File: config.mk
export PLATFORM = sky130hd
export DESIGN_NAME = ty_axis_join
export DESIGN_NICKNAME = d
export VERILOG_FILES = /design/src/rtl/ty_axis_pkg.sv /design/src/rtl/ty_sync_fifo.sv /design/src/rtl/ty_axis_join.sv
export SDC_FILE = /design/constraint.sdc
export NUM_CORES = 1
export LEC_CHECK = 0
export ABC_AREA = 1
export BUFFER_PORTS_ARGS = -buffer_cell sky130_fd_sc_hd__buf_2
export CAP_MARGIN = 10
export CORE_UTILIZATION = 31
export DETAILED_ROUTE_END_ITERATION = 8
export GPL_ROUTABILITY_DRIVEN = 0
export HOLD_SLACK_MARGIN = 0.06
export PLACE_DENSITY_LB_ADDON = 0.15
export SYNTH_ARGS = -nofsm -noshare
export SYNTH_HDL_FRONTEND = slang
export SYNTH_HIERARCHICAL = 1
export SYNTH_SLANG_ARGS = --single-unit
File: constraint.sdc
create_clock -name aclk -period 3.7 [get_ports aclk]
set_input_delay 0.74 -clock aclk [delete_from_list [all_inputs] [get_ports aclk]]
set_output_delay 0.74 -clock aclk [all_outputs]
set_load 0.005 [all_outputs]
File: src/rtl/ty_axis_pkg.sv
// Shared constants, helpers and types for the ty_axis_join stream adapter.
package ty_axis_pkg;

  localparam int TY_GVECT = 2;
  localparam int DATA_W   = 32 * TY_GVECT;

  // Occupancy counters need one extra bit so that "full" is representable.
  function automatic int cnt_w(input int depth);
    return $clog2(depth) + 1;
  endfunction

  typedef enum logic [1:0] {SKID_EMPTY, SKID_ONE, SKID_FULL} skid_state_t;

endpackage

File: src/rtl/ty_sync_fifo.sv
// Show-ahead synchronous FIFO with a registered occupancy count and a registered ready.
module ty_sync_fifo
  import ty_axis_pkg::*;
#(
  parameter int DATA_W = 64,
  parameter int DEPTH  = 4
) (
  input  logic              clk,
  input  logic              rst_n,
  input  logic              i_valid,
  input  logic [DATA_W-1:0] i_data,
  output logic              o_ready,
  input  logic              i_pop,
  output logic [DATA_W-1:0] o_data,
  output logic              o_empty
);

  localparam int CW = cnt_w(DEPTH);
  localparam int AW = $clog2(DEPTH);

  logic [DATA_W-1:0] r_mem [DEPTH];
  logic [AW-1:0]     r_wr_ptr;
  logic [AW-1:0]     r_rd_ptr;
  logic [CW-1:0]     r_count;
  logic [CW-1:0]     w_count_nxt;
  logic              r_ready;
  logic              w_push;
  logic              w_pop;

  assign o_empty = (r_count == '0);
  assign w_push  = i_valid & r_ready;
  assign w_pop   = i_pop & ~o_empty;

  // NOTE: assign a default before any branch so the combinational block never infers a latch.
  always_comb begin
    w_count_nxt = r_count;
    if (w_push && !w_pop)      w_count_nxt = r_count + CW'(1);
    else if (!w_push && w_pop) w_count_nxt = r_count - CW'(1);
  end

  // NOTE: sequential state uses non-blocking assignments so every flop samples pre-edge values.
  always_ff @(posedge clk or negedge rst_n) begin
    if (!rst_n) begin
      r_wr_ptr <= '0;
      r_rd_ptr <= '0;
      r_count  <= '0;
      r_ready  <= 1'b0;
    end else begin
      if (w_push) r_wr_ptr <= r_wr_ptr + AW'(1);
      if (w_pop)  r_rd_ptr <= r_rd_ptr + AW'(1);
      r_count <= w_count_nxt;
      // Ready reflects the post-edge count, so a pop never frees a slot in its own cycle.
      r_ready <= (w_count_nxt != CW'(DEPTH));
    end
  end

  // NOTE: storage is deliberately not reset; the pointers and count alone define validity.
  always_ff @(posedge clk) begin
    if (w_push) r_mem[r_wr_ptr] <= i_data;
  end

  assign o_ready = r_ready;
  assign o_data  = o_empty ? '0 : r_mem[r_rd_ptr];

endmodule

File: src/rtl/ty_axis_join.sv
// N-channel AXI-stream join with per-channel FIFOs and a 2-entry output skid buffer.
// Optional statistics counters are built when TY_AXIS_STATS_EN is defined.
module ty_axis_join
  import ty_axis_pkg::*;
#(
  parameter int NUM_IN     = 2,
  parameter int DATA_W     = ty_axis_pkg::DATA_W,
  parameter int FIFO_DEPTH = 4
) (
  input  logic                          aclk,
  input  logic                          areset_n,
  input  logic [NUM_IN-1:0]             s_tvalid,
  input  logic [NUM_IN-1:0][DATA_W-1:0] s_tdata,
  output logic [NUM_IN-1:0]             s_tready,
  output logic                          k_ivalid,
  output logic [NUM_IN-1:0][DATA_W-1:0] k_idata,
  input  logic                          k_iready,
  input  logic                          k_ovalid,
  input  logic [DATA_W-1:0]             k_odata,
  output logic                          k_oready,
  output logic                          m_tvalid,
  output logic [DATA_W-1:0]             m_tdata,
  input  logic                          m_tready
`ifdef TY_AXIS_STATS_EN
  ,
  output logic [31:0]                   stat_join_beats,
  output logic [31:0]                   stat_out_beats,
  output logic [31:0]                   stat_stall_cycles
`endif
);

  logic [NUM_IN-1:0] w_empty;
  logic              w_join;
  logic              w_push;
  logic              w_pop;
  skid_state_t       r_state;
  logic [DATA_W-1:0] r_head;
  logic [DATA_W-1:0] r_spare;
  logic              r_oready;

  // All FIFOs pop together on a joined beat; no channel ever advances alone.
  assign k_ivalid = ~|w_empty;
  assign w_join   = k_ivalid & k_iready;

  for (genvar gi = 0; gi < NUM_IN; gi++) begin : g_fifo
    ty_sync_fifo #(
      .DATA_W (DATA_W),
      .DEPTH  (FIFO_DEPTH)
    ) u_fifo (
      .clk     (aclk),
      .rst_n   (areset_n),
      .i_valid (s_tvalid[gi]),
      .i_data  (s_tdata[gi]),
      .o_ready (s_tready[gi]),
      .i_pop   (w_join),
      .o_data  (k_idata[gi]),
      .o_empty (w_empty[gi])
    );
  end

  assign m_tvalid = (r_state != SKID_EMPTY);
  assign m_tdata  = r_head;
  assign k_oready = r_oready;
  assign w_push   = k_ovalid & r_oready;
  assign w_pop    = m_tvalid & m_tready;

  // k_oready is registered from the next state, breaking the m_tready -> k_oready path.
  always_ff @(posedge aclk or negedge areset_n) begin
    if (!areset_n) begin
      r_state  <= SKID_EMPTY;
      r_head   <= '0;
      r_spare  <= '0;
      r_oready <= 1'b0;
    end else begin
      r_oready <= 1'b1;
      case (r_state)
        SKID_EMPTY: begin
          if (w_push) begin
            r_head  <= k_odata;
            r_state <= SKID_ONE;
          end
        end
        SKID_ONE: begin
          if (w_push && w_pop) begin
            r_head <= k_odata;
          end else if (w_push) begin
            r_spare  <= k_odata;
            r_state  <= SKID_FULL;
            r_oready <= 1'b0;
          end else if (w_pop) begin
            r_state <= SKID_EMPTY;
          end
        end
        SKID_FULL: begin
          if (w_pop) begin
            r_head  <= r_spare;
            r_state <= SKID_ONE;
          end else begin
            r_oready <= 1'b0;
          end
        end
        default: r_state <= SKID_EMPTY;
      endcase
    end
  end

`ifdef TY_AXIS_STATS_EN
  always_ff @(posedge aclk or negedge areset_n) begin
    if (!areset_n) begin
      stat_join_beats   <= '0;
      stat_out_beats    <= '0;
      stat_stall_cycles <= '0;
    end else begin
      if (w_join && stat_join_beats != '1)
        stat_join_beats <= stat_join_beats + 32'd1;
      if (w_pop && stat_out_beats != '1)
        stat_out_beats <= stat_out_beats + 32'd1;
      if (m_tvalid && !m_tready && stat_stall_cycles != '1)
        stat_stall_cycles <= stat_stall_cycles + 32'd1;
    end
  end
`endif

endmodule

; After elaboration in Yosys (flattened, before gate mapping)
; Memories as Yosys holds them, arrays and structs flattened.
; Cells that the tools add are included.
[totals]
register_bits = 147
latch_bits = 0
ram_bits = 512
romBits = 0
input_bits = 199
out_inout_bits = 197
wordCells = 84
memories = 2
[classes]
add_sub_neg = 8
mul = 0
n_div = 0
magnitude_cmp = 0
eq_ne = 9
shift = 0
mux = 24
bitwise = 10
n_reduce_logical = 19
[memory_table]
columns = name, words, word_bits, read_ports, rd_ports_with_merged_regs, write_ports, line_no
row1 = g_fifo[0].u_fifo.r_mem, 4, 64, 1, 0, 1, ty_sync_fifo.sv:21  ; logic [DATA_W-1:0] r_mem [DEPTH];
row2 = g_fifo[1].u_fifo.r_mem, 4, 64, 1, 0, 1, ty_sync_fifo.sv:21
[ops]
columns = operator, n
row1 = 64-bit two-way mux, 5
row2 = 64-bit one-hot mux with 3 select lines, 1
row3 = 3-bit two-way mux, 4
row4 = 2-bit two-way mux, 5
row5 = 3-bit inequality test (second input constant), 3
row6 = 2-bit by 1-bit adder with 2-bit output (second input constant), 4
row7 = 2-bit inequality test (second input constant), 4
row8 = 4-bit AND reduction, 2
row9 = 1-bit AND, 7
row10 = 1-bit two-way mux, 7
row11 = 3-bit by 1-bit adder with 3-bit output (second input constant), 2
row12 = 3-bit logical NOT, 2
row13 = 2-bit one-hot mux with 3 select lines, 1
row14 = 3-bit by 1-bit subtractor with 3-bit output (second input constant), 2
row15 = 1-bit logical AND, 5
row16 = 1-bit logical NOT, 5
row17 = 1-bit inverter, 3
row18 = 3-bit AND reduction, 1
row19 = 3-bit nonzero test, 1
row20 = 2-bit by 1-bit == test with 1-bit output (second input constant), 1
row21 = 2-bit == test (second input constant), 1
row22 = 2-bit logical NOT, 1
row23 = 1-bit one-hot mux with 2 select lines, 1
row24 = 2-bit nonzero test, 1
row25 = 2-bit OR reduction, 1

; Logic depth before layout (Yosys ltp)
; Gate-level depths: netlist of run 1.
[logic_depth]
word_depth = 9
mapped_depth = 13
ltp_nobuf = 12

; Cells and area by module
; The synthesis of run 1 kept the hierarchy.
[by_module_without_submodules]
columns = module, n_inst, cells_each, area_each_um2
row1 = ty_sync_fifo, 2, 817, 10372.4
row2 = ty_axis_join, 1, 729, 5963.2

; Least setup slack after synthesis of run 1
; OpenSTA, ideal clock, no wires.
[synth_path]
kind = input port to flip-flop
startpoint = in s_tvalid[0]
endpoint = mem g_fifo[0].u_fifo.r_mem[0][0], enable pin
setup_ns = 0.487
arrival_ns = 3.593
path_slack_ns = -0.379
path_stages = 2
path_cell_list = nand2_1 nor2_1
[synth_via]
elab_chain_cells = 3
[synth_rtl]
columns = item, line_no
row1 = "start, declared", ty_axis_join.sv:12  ; input logic [NUM_IN-1:0] s_tvalid,
row2 = 1-bit AND, ty_sync_fifo.sv:31  ; assign w_push = i_valid & r_ready;
row3 = 1-bit two-way mux, ty_sync_fifo.sv:59  ; if (w_push) r_mem[r_wr_ptr] <= i_data;
row4 = 1-bit two-way mux (implied by the code), ty_sync_fifo.sv:59
row5 = "end, declared", ty_sync_fifo.sv:21
; Every way passes these cells.

==> results.md, run 1 <==
STA:
- The achievable frequency is 312.3 MHz.
- The measured slew at the worst slew-check pin is 0.9786 ns.
- The worst setup slack after layout is 0.4983 ns.
- Across the routed clock network, the largest skew measured is 0.02208 ns.
- Dividing the final minimum period by the clock period gives 86.53%.
- The smallest hold slack is 0.1892 ns.
- The worst path needs 3.202 ns of the cycle, external delays included.
- The final count of pins violating max slew was 0.
- For the final routed database, the setup TNS stands at 0 ns.
- Setup repair after global routing left no endpoint under its margin.
- The final-report hold violation count is 0.
- Setup violations remaining at the end of the flow were counted as 0.
- Measured against its own limit, the worst slew margin works out to 34.76%.

Synth:
- The most frequent cell after synthesis is sky130_fd_sc_hd__nor2_1.
- The flop and latch count out of synthesis is 659.
- The cell accounting for the most synthesized area is sky130_fd_sc_hd__edfxtp_1.
- In the synthesized netlist the async set-or-reset flop fraction comes to 22.31%.
- The number of warnings printed during yosys synthesis is 6.
- The cell count after synthesis is 2363.
- The net count after synthesis is 2580.
- The share of the Yosys chip area taken by registers is 71.34%.
- The share of Yosys cell area claimed by the top area cell type is 57.57%.
- Synthesis instantiated 25 different standard cells from the library.
- After synthesis, the most frequently instantiated cells are sky130_fd_sc_hd__nor2_1, sky130_fd_sc_hd__edfxtp_1, sky130_fd_sc_hd__o21ai_0.
- The synthesized design contains 512 enable-type register cells.
- Yosys attributes the largest share of cell area to sky130_fd_sc_hd__edfxtp_1, sky130_fd_sc_hd__dfrtp_1, sky130_fd_sc_hd__nor2_1.
- The synthesized netlist occupies a cell area of 0.02671 mm2.
- A synthesized cell averages 11.30 um2.
- The most used flip-flop cell after synthesis is sky130_fd_sc_hd__edfxtp_1.

Detailed routing:
- Dividing the detail-routed wire length by the instance count gives 18.24 um.
- The first TritonRoute pass finished after 5 iterations.
- The starting DRC count in detailed routing is 979.
- Wires add up to 71800 um.
- After detailed routing, the number of vias per cell comes to 4.610.
- In the routed design, unresolved DRC markers number 0.
- In this run the remaining antenna-violating nets after routing total 0.
- The routed layout has 18.15k vias.

Finish:
- The final cell utilization of the core is 37.98%.
- The final standard cell area without fillers is 0.03239 mm2.
- After the flow finishes, the layout carries non-filler instances totaling 3937.
- Cells with a size suffix above 1 make up 20.14% of the layout.
- The layout overhead on the synthesized area is 21.29%.
- The number of nets at the end of the flow is 2946.

Setup path:
- The worst setup path is captured at an output port.
- The kind of launch point of the worst setup path is a flop.
- Along the worst path, the maximum fanout reaches 46.
- The number of cells on the worst reg-to-reg path is 13.
- The startpoint-to-endpoint class of the critical path is reg -> out.
- Data on the critical path is required at its endpoint by 2.96 ns.
- In this run the critical register-to-register path is captured at g_fifo[1].u_fifo/o_ready.
- Data arrives at the worst endpoint at 2.46 ns.
- Across all register-to-register paths, the minimum setup slack is 1.08 ns.
- The beginning of the worst register-to-register path is g_fifo[1].u_fifo/r_count[0].

CTS:
- The buffer levels on the longest clock path is 3.
- In this run, CTS created clock tree buffers numbering 76.
- Post-CTS timing repair inserted 0 buffers for setup.
- The H-tree level count is 3.
- At the later pin of the worst-skew pair, clock insertion delay measures 0.61 ns.
- The clock sink count is 659.
- The TritonCTS clock tree is yes.
- Hold repair after CTS inserted 0 buffers.
- Post-CTS repair changed the size of 0 cells.
- Clock tree synthesis selected as its root buffer the cell sky130_fd_sc_hd__clkbuf_16.
- The clock transition time at the flip-flop clock pins of the worst setup and hold paths is 0.06 ns.

Global routing:
- The total overflow left after global routing is 0.
- Entering global routing, the biggest net connects 130 pins.
- The initial antenna violation count is 19.
- The total global routing track utilization is 16.25%.
- The number of global-route vias before repair was 18.38k.
- The global-route wire length before repair is 108100 um.

Placed design:
- Detailed placement ended at an HPWL of 41320 um.
- The number of port buffers is 395.
- The total cell area at the placement stage is 0.02996 mm2.
- The post-placement worst setup slack is 1.027 ns.
- The cell total after placement is 3794.

Floorplanning:
- The core footprint is 0.08528 mm2.
- The count of boundary I/O pins is 396.
- Measured along the y axis, the die boundary spans 295.5 um.
- The row count is 107.
- The floorplan step set the die width to 295.5 um.
- Once the floorplan was initialized, standard cells occupied 31.32% of the core.
- The area of the die is 0.08733 mm2.

Power:
- The power per standard cell area is 871.1 mW/mm2.
- Power comes to 28.22 mW.
- The largest voltage drop on the vdd net is 488.9 uV.
- The static leakage is 12.74 nW.

Run:
- The tool flagged a number of max-cap violations equal to 0.

Run status:
- The flow ran to the end, and the final reports show no timing, DRC or antenna violations.

Worst hold path:
- The tightest min-delay check is of the in -> async type.
==> worst max-delay path: stages, from the launching register on <==
cell and delay [ns]:
sky130_fd_sc_hd__dfrtp_1 0.40, sky130_fd_sc_hd__inv_1 0.12, sky130_fd_sc_hd__ha_1 0.18, sky130_fd_sc_hd__inv_1 0.07
sky130_fd_sc_hd__nor2_4 0.10, sky130_fd_sc_hd__buf_4 0.59, sky130_fd_sc_hd__a21oi_1 0.17, sky130_fd_sc_hd__buf_2 0.18
==> report_power, final <==
part / switching, mW / total [mW] / leakage (nW) / internal, mW
registers: 0.640 / 10.6 / 6.50 / 9.96
logic: 6.87 / 10.4 / 5.06 / 3.55
clock network: 2.94 / 7.20 / 1.17 / 4.26
total: 10.5 / 28.2 / 12.7 / 17.8
==> per-layer routing <==
metal	track usage, %	share of wire [%]
met2	28.11	50
met3	4.488	5.8
met5	0	0.25
met4	4.891	2.3
met1	19.58	42
==> layout by cell type, fill, tap and decap left out, types with 2 or more instances in the layout <==
cell type	count
sky130_fd_sc_hd__a21oi_1	130
sky130_fd_sc_hd__buf_12	22
sky130_fd_sc_hd__buf_2	394
sky130_fd_sc_hd__buf_4	14
sky130_fd_sc_hd__bufinv_16	3
sky130_fd_sc_hd__clkbuf_1	19
sky130_fd_sc_hd__clkbuf_16	79
sky130_fd_sc_hd__clkbuf_8	7
sky130_fd_sc_hd__clkinv_1	15
sky130_fd_sc_hd__clkinv_2	8
sky130_fd_sc_hd__dfrtp_1	143
sky130_fd_sc_hd__dfrtp_2	2
sky130_fd_sc_hd__dfrtp_4	2
sky130_fd_sc_hd__diode_2	7
sky130_fd_sc_hd__edfxtp_1	512
sky130_fd_sc_hd__ha_1	17
sky130_fd_sc_hd__inv_1	92
sky130_fd_sc_hd__inv_2	5
sky130_fd_sc_hd__inv_6	3
sky130_fd_sc_hd__nand2_1	302
sky130_fd_sc_hd__nand2_4	4
sky130_fd_sc_hd__nand3_1	77
sky130_fd_sc_hd__nand3b_1	2
sky130_fd_sc_hd__nand4_1	2
sky130_fd_sc_hd__nor2_1	521
sky130_fd_sc_hd__nor2_4	10
sky130_fd_sc_hd__o21ai_0	350
sky130_fd_sc_hd__o21ai_1	36
sky130_fd_sc_hd__xor2_1	4
==> how the worst max path moves through the flow <==
stage                     slack (ns)                           end  cells after the start                   startpoint
after global placement          1.05                  k_idata[106]                      7  g_fifo[1].u_fifo/r_count[0]
after floorplan                -0.38  g_fifo[0].u_fifo/r_mem[0][0]                      2                  s_tvalid[0]
after global routing            0.32                  k_idata[106]                      7  g_fifo[1].u_fifo/r_count[0]
after detailed placement        1.03                  k_idata[106]                      7  g_fifo[1].u_fifo/r_count[0]
final                           0.50                   k_idata[76]                      7  g_fifo[1].u_fifo/r_count[0]
after CTS                       0.36                  k_idata[106]                      7  g_fifo[1].u_fifo/r_count[0]
==> flip-flops by register name, indices dropped and copies added (netlist names) <==
register	flops
g_fifo.u_fifo/r_count	6
g_fifo.u_fifo/r_mem	512
g_fifo.u_fifo/o_ready	2
g_fifo.u_fifo/r_rd_ptr	4
r_state	2
m_tdata	64
k_oready	1
r_spare	64
g_fifo.u_fifo/r_wr_ptr	4
==> cell type report <==
type / count / area (um2)
Inverter: 99 / 374.1
Tap cell: 1144 / 1431
Clock inverter: 30 / 247.7
Multi-Input combinational cell: 1461 / 6559
Antenna cell: 7 / 17.52
Sequential cell: 659 / 19060
Fill cell: 8323 / 52890
Clock buffer: 105 / 2145
Timing Repair Buffer: 432 / 2556
==> kinds of logic after synthesis <==
kind of cell	count (synthesis)	share of synthesized area, %
xor gates and xnor gates	4	0.1312
buffers and inverters	243	4.460
AOI/OAI and AO/OA	517	9.697
adders and majority gates	18	0.8433
and+or+nand+nor	922	13.53
DFF	659	71.34
Power figures use the tool's default switching activity.
==> run 2: changes to the inputs <==
- ABC_AREA: 1 -> 0
==> results.md, run 2 <==
STA:
- The max-slew headroom at the worst pin is 42.85%.
- The worst setup slack after layout is 0.3654 ns.
- The final period utilization is 90.13%.
- The final-report hold violation count is 0.
- The measured slew at the worst slew-check pin is 0.8573 ns.
- The final count of pins violating max slew is 0.
- Static timing analysis puts the maximum clock frequency at 299.9 MHz.
- Setup violations remaining at the end of the flow were counted as 0.
- The clock arrives with 0.03835 ns of skew.
- Counting I/O delays and the setup requirement, the final critical path takes 3.335 ns.
- In the final timing run, aggregate negative setup slack is 0 ns.
- Setup repair after global routing left no endpoint under its margin.

Synth:
- The commonest cells after synthesis are sky130_fd_sc_hd__edfxtp_1, sky130_fd_sc_hd__dfrtp_1, sky130_fd_sc_hd__and2_1.
- The proportion of synthesized chip area in sequential cells is 72.36%.
- After synthesis, the share of flip-flops with an asynchronous set or reset is 22.31%.
- The number of synthesized flops with an enable pin is 512.
- The distinct cell type count after synthesis is 35.
- Synthesis produced a netlist with a net count of 1583.
- In this run, synthesis produced a sequential element count of 659.
- Of all cell types, the one taking the most synthesized area is sky130_fd_sc_hd__edfxtp_1.
- The most instantiated flip-flop cell in the synthesis netlist is sky130_fd_sc_hd__edfxtp_1.
- The average size of a mapped cell is 19.28 um2.
- The synthesized netlist occupies a cell area of 0.02633 mm2.
- After synthesis, the cell types taking the most area are sky130_fd_sc_hd__edfxtp_1, sky130_fd_sc_hd__dfrtp_1, sky130_fd_sc_hd__mux4_2.
- The number of warnings printed during yosys synthesis is 6.
- The share of Yosys cell area claimed by the top area cell type is 58.39%.
- The most frequent cell after synthesis is sky130_fd_sc_hd__edfxtp_1.
- After technology mapping, the gate count stands at 1366.

Setup path:
- The worst register-to-register path has a depth of 7.
- The startpoint-to-endpoint class of the critical path is reg -> out.
- The critical path goes through buf_4 -> mux4_2 -> and2_1 -> buf_2.
- The data arrival time at the worst-slack endpoint is 2.59 ns.
- The number of buffers and inverters on the critical path is 2.
- The data required time at the worst endpoint is 2.96 ns.
- Broken down by cell family, the worst path's largest delay share belongs to flip-flops.
- Along the worst path, the maximum fanout reaches 24.
- The library cell contributing the largest single delay on the critical path is sky130_fd_sc_hd__dfrtp_4.
- The beginning of the worst register-to-register path is r_state[0].
- The endpoint identified for the worst register-to-register timing path is m_tdata[30].
- The reg-to-reg setup timing slack is 1.24 ns.
- STA classifies the critical path endpoint as an output port.
- In this design, the stage delay of the slowest critical-path cell is 0.75 ns.
- The worst setup path is launched from a flop.

CTS:
- The clock sink count is 659.
- The clock passes through at most 3 buffers.
- The insertion delay of the later-clocked pin in the worst-skew pair is 0.62 ns.
- The H-tree level count is 3.
- The number of buffers inserted to repair setup after CTS is 0.
- Clock tree synthesis selected as its root buffer the cell sky130_fd_sc_hd__clkbuf_16.
- After clock tree synthesis, the flow added hold-fix buffers numbering 0.
- TritonCTS built the clock tree.
- Counting the buffers created by CTS gives 76.
- The number of gates resized after CTS was 0.
- The clock transition time at the flip-flop clock pins of the worst setup and hold paths is 0.06 ns.

Detailed routing:
- The final wirelength is 64060 um.
- Using the TritonRoute via totals, the vias-per-cell ratio works out to 4.656.
- The number of DRC violations after detailed routing is 0.
- Once detail routing completed, the nets flagged for antenna violations numbered 0.
- The number of iterations in the first detailed-routing pass is 5.
- The detailed router finished its first iteration with 718 violations.
- The vias after detailed routing is 13.97k.
- The detailed-route wire length per cell is 21.35 um.

Floorplanning:
- Pin placement for this block handled 396 I/O pins.
- The core region is 0.08382 mm2.
- The floorplan step defined a die boundary enclosing 0.08611 mm2.
- Measured along the y axis, the die boundary spans 293.4 um.
- The initial utilization of the core area, before any placement, comes to 31.41%.
- The die boundary width is 293.4 um.
- The row count is 106.

Finish:
- In the final layout, the share of cells above drive strength 1 is 40.64%.
- The flip-flop count of the largest register, all copies and words added is 512.
- Fill cells in the final layout number 7927.
- The area growth from synthesis to layout is 22.24%.
- Registers take 0.01906 mm2.
- The multi-input logic area is 0.006703 mm2.
- The top cell types in the final layout, fill and taps aside, are sky130_fd_sc_hd__edfxtp_1, sky130_fd_sc_hd__buf_2, sky130_fd_sc_hd__dfrtp_1.
- The most common cell after layout, fill and taps aside is sky130_fd_sc_hd__edfxtp_1.
- Ranked by flip-flop count, first place goes to g_fifo.u_fifo/r_mem.
- The number of nets at the end of the flow is 2012.

Power:
- Power spread over the standard cell area amounts to 838.3 mW/mm2.
- The largest voltage drop on the vdd net is 361.4 uV.
- The static leakage is 11.90 nW.

Placed design:
- Prior to clock tree synthesis, the placed netlist has a worst setup slack of 0.9207 ns.
- Once detailed placement completed, the half-perimeter wirelength came to 38600 um.
- The number of port buffers is 395.

Global routing:
- The total global routing track utilization is 14.73%.
- The global-route wire length before repair is 95590 um.
- The overflow left after global routing is 0.
- The number of global-route vias before repair is 15.04k.
- The initial antenna violation count is 22.
- Entering global routing, the biggest net connects 86 pins.

Worst hold path:
- The type of the tightest min-delay check is in -> async.

Run status:
- The run finished with clean final reports.

Run:
- The max-capacitance violation count is 0.
run 2: worst register-to-register path: cells and delay by family, from the launching register on:
kind / cells / cell delay, ns
AO/OA/AOI/OAI: 1 / 0.14
adder cells (fa/ha/maj): 1 / 0.49
AND/OR/NAND/NOR: 3 / 0.83
buffers and inverters: 2 / 0.46
flip-flops: 1 / 0.41
run 2: how the worst max path moves through the flow:
stage	start	endpoint	slack (ns)	depth (start not counted)
floorplan	s_tvalid[0]	g_fifo[0].u_fifo/r_mem[1][0]	0.97	1
global placement	g_fifo[0].u_fifo/r_rd_ptr[0]	k_idata[25]	0.90	4
detailed placement	g_fifo[0].u_fifo/r_rd_ptr[0]	k_idata[25]	0.92	4
CTS	g_fifo[0].u_fifo/r_rd_ptr[0]	k_idata[25]	0.23	4
global route	g_fifo[0].u_fifo/r_rd_ptr[0]	k_idata[25]	0.18	4
finish	g_fifo[0].u_fifo/r_rd_ptr[0]	k_idata[25]	0.37	4
run 2: logic make-up (layout without fill, tap and decap cells):
| kind of cell | after synthesis | after routing | share of synthesized area, % |
|---|---|---|---|
| adders and majority gates | 18 | 18 | 0.8554 |
| buffers and inverters | 91 | 583 | 2.333 |
| other | 0 | 8 | 0 |
| muxes | 265 | 265 | 17.19 |
| AOI/OAI and AO/OA | 81 | 81 | 1.654 |
| and+or+nand+nor | 243 | 243 | 5.308 |
| xor gates and xnor gates | 9 | 9 | 0.2994 |
| DFF | 659 | 659 | 72.36 |
run 2: report_power, final:
group / internal [mW] / total, mW / switching, mW
Combinational: 4.40 / 8.73 / 4.33
Sequential: 9.98 / 10.9 / 0.885
Clock: 4.30 / 7.39 / 3.09
run 2: per-stage QoR:
| stage | hold WS [ns] | cells | total power, mW | area [um2] | utilization (%) |
|---|---|---|---|---|---|
| floorplan | 0.4444 | 1366 | 16.33 | 26330 | - |
| global placement | 0.4824 | 2851 | 19.95 | 29680 | 35.41 |
| detailed placement | 0.4904 | 2851 | 20.05 | 29680 | 35.41 |
| CTS | 0.2045 | 2992 | 27.60 | 32170 | 38.38 |
| global route | 0.2137 | 2997 | 28.57 | 32180 | 38.39 |
| finish | 0.1812 | 3000 | 26.98 | 32190 | 38.40 |
run 2: cell type report:
| type | count | share of cell area, % |
|---|---|---|
| repair buffers | 429 | 7.615 |
| inverters | 13 | 0.1516 |
| clock inverters | 43 | 1.485 |
| multi-input cells | 616 | 20.82 |
| flip-flops and latches | 659 | 59.23 |
| well taps | 1134 | 4.408 |
| diodes | 8 | 0.06220 |
| clock buffers | 98 | 6.227 |
run 2: metal layers:
layer / vias up / global-route usage [%] / share of wire (%)
met5: - / 0 / 0.31
met4: 28 / 5.373 / 3.2
met3: 138 / 4.637 / 6.6
met2: 345 / 24.17 / 49
met1: 7235 / 18.19 / 41
li1: 6223 / - / -
==> run 3: changes to the inputs <==
- CAP_MARGIN: 10 -> 0
- CORE_UTILIZATION: 31 -> 51
==> results.md, run 3 (synthesis results as in run 2) <==
Power:
- The largest voltage drop on the vdd net is 477.2 uV.
- In this run the power density over the cells is 831.9 mW/mm2.
- In this run the static leakage power is 11.73 nW.

Finish:
- The multi-input combinational cells in the finished layout cover a total of 0.006703 mm2.
- Leaving out fill and tap cells, the most frequent cells in the layout are sky130_fd_sc_hd__edfxtp_1, sky130_fd_sc_hd__buf_2, sky130_fd_sc_hd__dfrtp_1.
- The flip-flop count of the largest register, all copies and words added is 512.
- The register with the most flip-flops is g_fifo.u_fifo/r_mem.
- In the final layout, the share of cells above drive strength 1 is 40.24%.
- The most common cell after layout, fill and taps aside is sky130_fd_sc_hd__edfxtp_1.
- The area taken by flip-flops and latches is 0.01906 mm2.
- Counting the fill cells in the layout gives 3662.
- The layout overhead on the synthesized area is 18.80%.
- The final layout contains 2002 nets.
- Cells fill 61.84% of the core in the end.

STA:
- The smallest hold slack is 0.2016 ns.
- After routing, the total negative slack on setup checks comes to 0 ns.
- Setup repair after global routing left no endpoint under its margin.
- Setup violations remaining at the end of the flow were counted as 0.
- The final clock skew is 0.01705 ns.
- The final-report hold violation count is 0.
- Timing would allow up to 302.8 MHz.
- The final period utilization is 89.27%.
- The measured slew at the worst slew-check pin is 0.7763 ns.
- The post-route minimum period is 3.303 ns.
- The worst pin sits at a relative slew slack of 48.25%.
- The final count of pins violating max slew is 0.

Setup path:
- The worst setup path is launched from a flop.
- The largest stage delay on the critical path is 0.78 ns.
- The critical path contains buffers and inverters numbering 2 combined.
- In this run the critical register-to-register path is captured at g_fifo[0].u_fifo/o_ready.
- STA puts the critical path data required time at 2.96 ns.
- At the worst endpoint, the arrival time is 2.56 ns.
- STA classifies the critical path endpoint as an output port.
- Walking the worst path, the cells encountered are buf_12 -> mux4_2 -> and2_1 -> buf_2.
- The number of cells on the worst reg-to-reg path is 9.
- The peak fanout along the critical path is 26.
- The worst register-to-register path begins at g_fifo[0].u_fifo/r_count[0].
- The startpoint-to-endpoint class of the critical path is reg -> out.
- The library cell contributing the largest single delay on the critical path is sky130_fd_sc_hd__dfrtp_4.
- The reg-to-reg setup timing slack is 1.05 ns.
- The kind of cell adding the most delay to the critical path is flip-flops.

Global routing:
- The initial antenna violation count came to 16.
- Global routing used 34.02% of the available met2 tracks.
- The number of global-route vias before repair is 14.37k.
- The global routing's busiest layer is met2.
- Entering global routing, the biggest net connects 80 pins.
- For this run, global-route usage on met1 was measured as 28.35%.
- The total overflow left after global routing is 0.
- The global-route wire length before repair is 85370 um.
- Global routing consumed, on the met3 layer, 5.964% of the routing resources.
- The total global routing track utilization is 21.27%.

Floorplanning:
- The effective utilization at floorplan is 52.06%.
- The core footprint is 0.05058 mm2.
- The die boundary width is 229.2 um.
- The count of boundary I/O pins is 396.
- The overall die height is 229.2 um.
- The row count is 82.
- The area of the die is 0.05254 mm2.

CTS:
- After clock tree synthesis, the clock-pin slew on the worst setup and hold paths is 0.06 ns.
- The clock tree synthesis step divided the H-tree into 3 levels.
- The clock sink count is 659.
- TritonCTS built the clock tree.
- After clock tree synthesis, the setup repair step added 0 buffers.
- Once the clock tree was built, the resizer swapped 0 gates to a different size.
- The insertion delay of the later-clocked pin in the worst-skew pair is 0.60 ns.
- The clock root buffer master is sky130_fd_sc_hd__clkbuf_16.
- No sink is reached through more buffers than the 3 on the longest clock path.
- In this run, post-CTS hold repair placed 0 buffers.
- The TritonCTS buffer count is 70.

Detailed routing:
- The detailed router finished its first iteration with 854 violations.
- The number of iterations in the first detailed-routing pass is 5.
- Dividing the detail-routed wire length by the instance count gives 21.96 um.
- After detailed routing, the total wire length is 55210 um.
- After detailed routing, the number of remaining DRC violations is 0.
- The via density per instance is 5.507.
- Once detail routing completed, the nets flagged for antenna violations numbered 0.
- The vias after detailed routing is 13.85k.

Placed design:
- The number of port buffers is 395.
- The detailed placer's ending HPWL is 33770 um.

Run status:
- The run finished with clean final reports.

Worst hold path:
- The tightest min-delay check is of the in -> async type.

Run:
- The tool flagged a number of max-cap violations equal to 0.
run 3: changes by cell type in the layout (fill, tap and decap cells not counted), sizes merged:
cell	change
clkinv	-12
clkbuf	-9
buf	-4
bufinv	-2
inv	+2
clkinvlp	+1
run 3: worst max-delay path by stage:
| stage | slack (ns) | to | depth (start not counted) | start |
|---|---|---|---|---|
| floorplan | 0.97 | g_fifo[0].u_fifo/r_mem[1][0] | 1 | s_tvalid[0] |
| global placement | 0.96 | k_idata[82] | 4 | g_fifo[1].u_fifo/r_rd_ptr[0] |
| detailed placement | 0.97 | k_idata[82] | 4 | g_fifo[1].u_fifo/r_rd_ptr[0] |
| CTS | 0.30 | k_idata[82] | 4 | g_fifo[1].u_fifo/r_rd_ptr[0] |
| global route | 0.22 | k_idata[81] | 4 | g_fifo[1].u_fifo/r_rd_ptr[0] |
| finish | 0.40 | k_idata[82] | 4 | g_fifo[1].u_fifo/r_rd_ptr[0] |
run 3: area by class of cell:
cell class	count	share of cell area (%)
sequential	659	60.94
multi-input combinational	616	21.43
timing repair buffer	425	7.660
clock buffer	89	6.024
tap	672	2.688
clock inverter	32	1.040
inverter	13	0.1560
antenna	8	0.06400
run 3: per-layer routing:
| metal | share of wire, % | vias up |
|---|---|---|
| met2 | 49 | 365 |
| met3 | 6.4 | 105 |
| met1 | 42 | 7172 |
| li1 | - | 6191 |
| met4 | 2.6 | 12 |
| met5 | 0.12 | - |
run 3: per-stage QoR:
step           total power [mW]  std cells  worst slack, ns  cell area [um2]
2_1_floorplan             16.33       1366           0.9725            26330
3_3_place_gp              19.45       2385           0.9636            29050
3_5_place_dp              19.63       2385           0.9699            29050
4_1_cts                   26.41       2506           0.3021            31260
5_1_grt                   27.41       2512           0.2241            31280
6_report                  26.02       2514           0.3971            31280
run 3: report_power, final:
part	internal (mW)	switching, mW	leakage (nW)
clock network	3.90	2.82	1.07
registers	9.98	0.889	6.47
logic	4.35	4.08	4.20
total	18.2	7.79	11.7
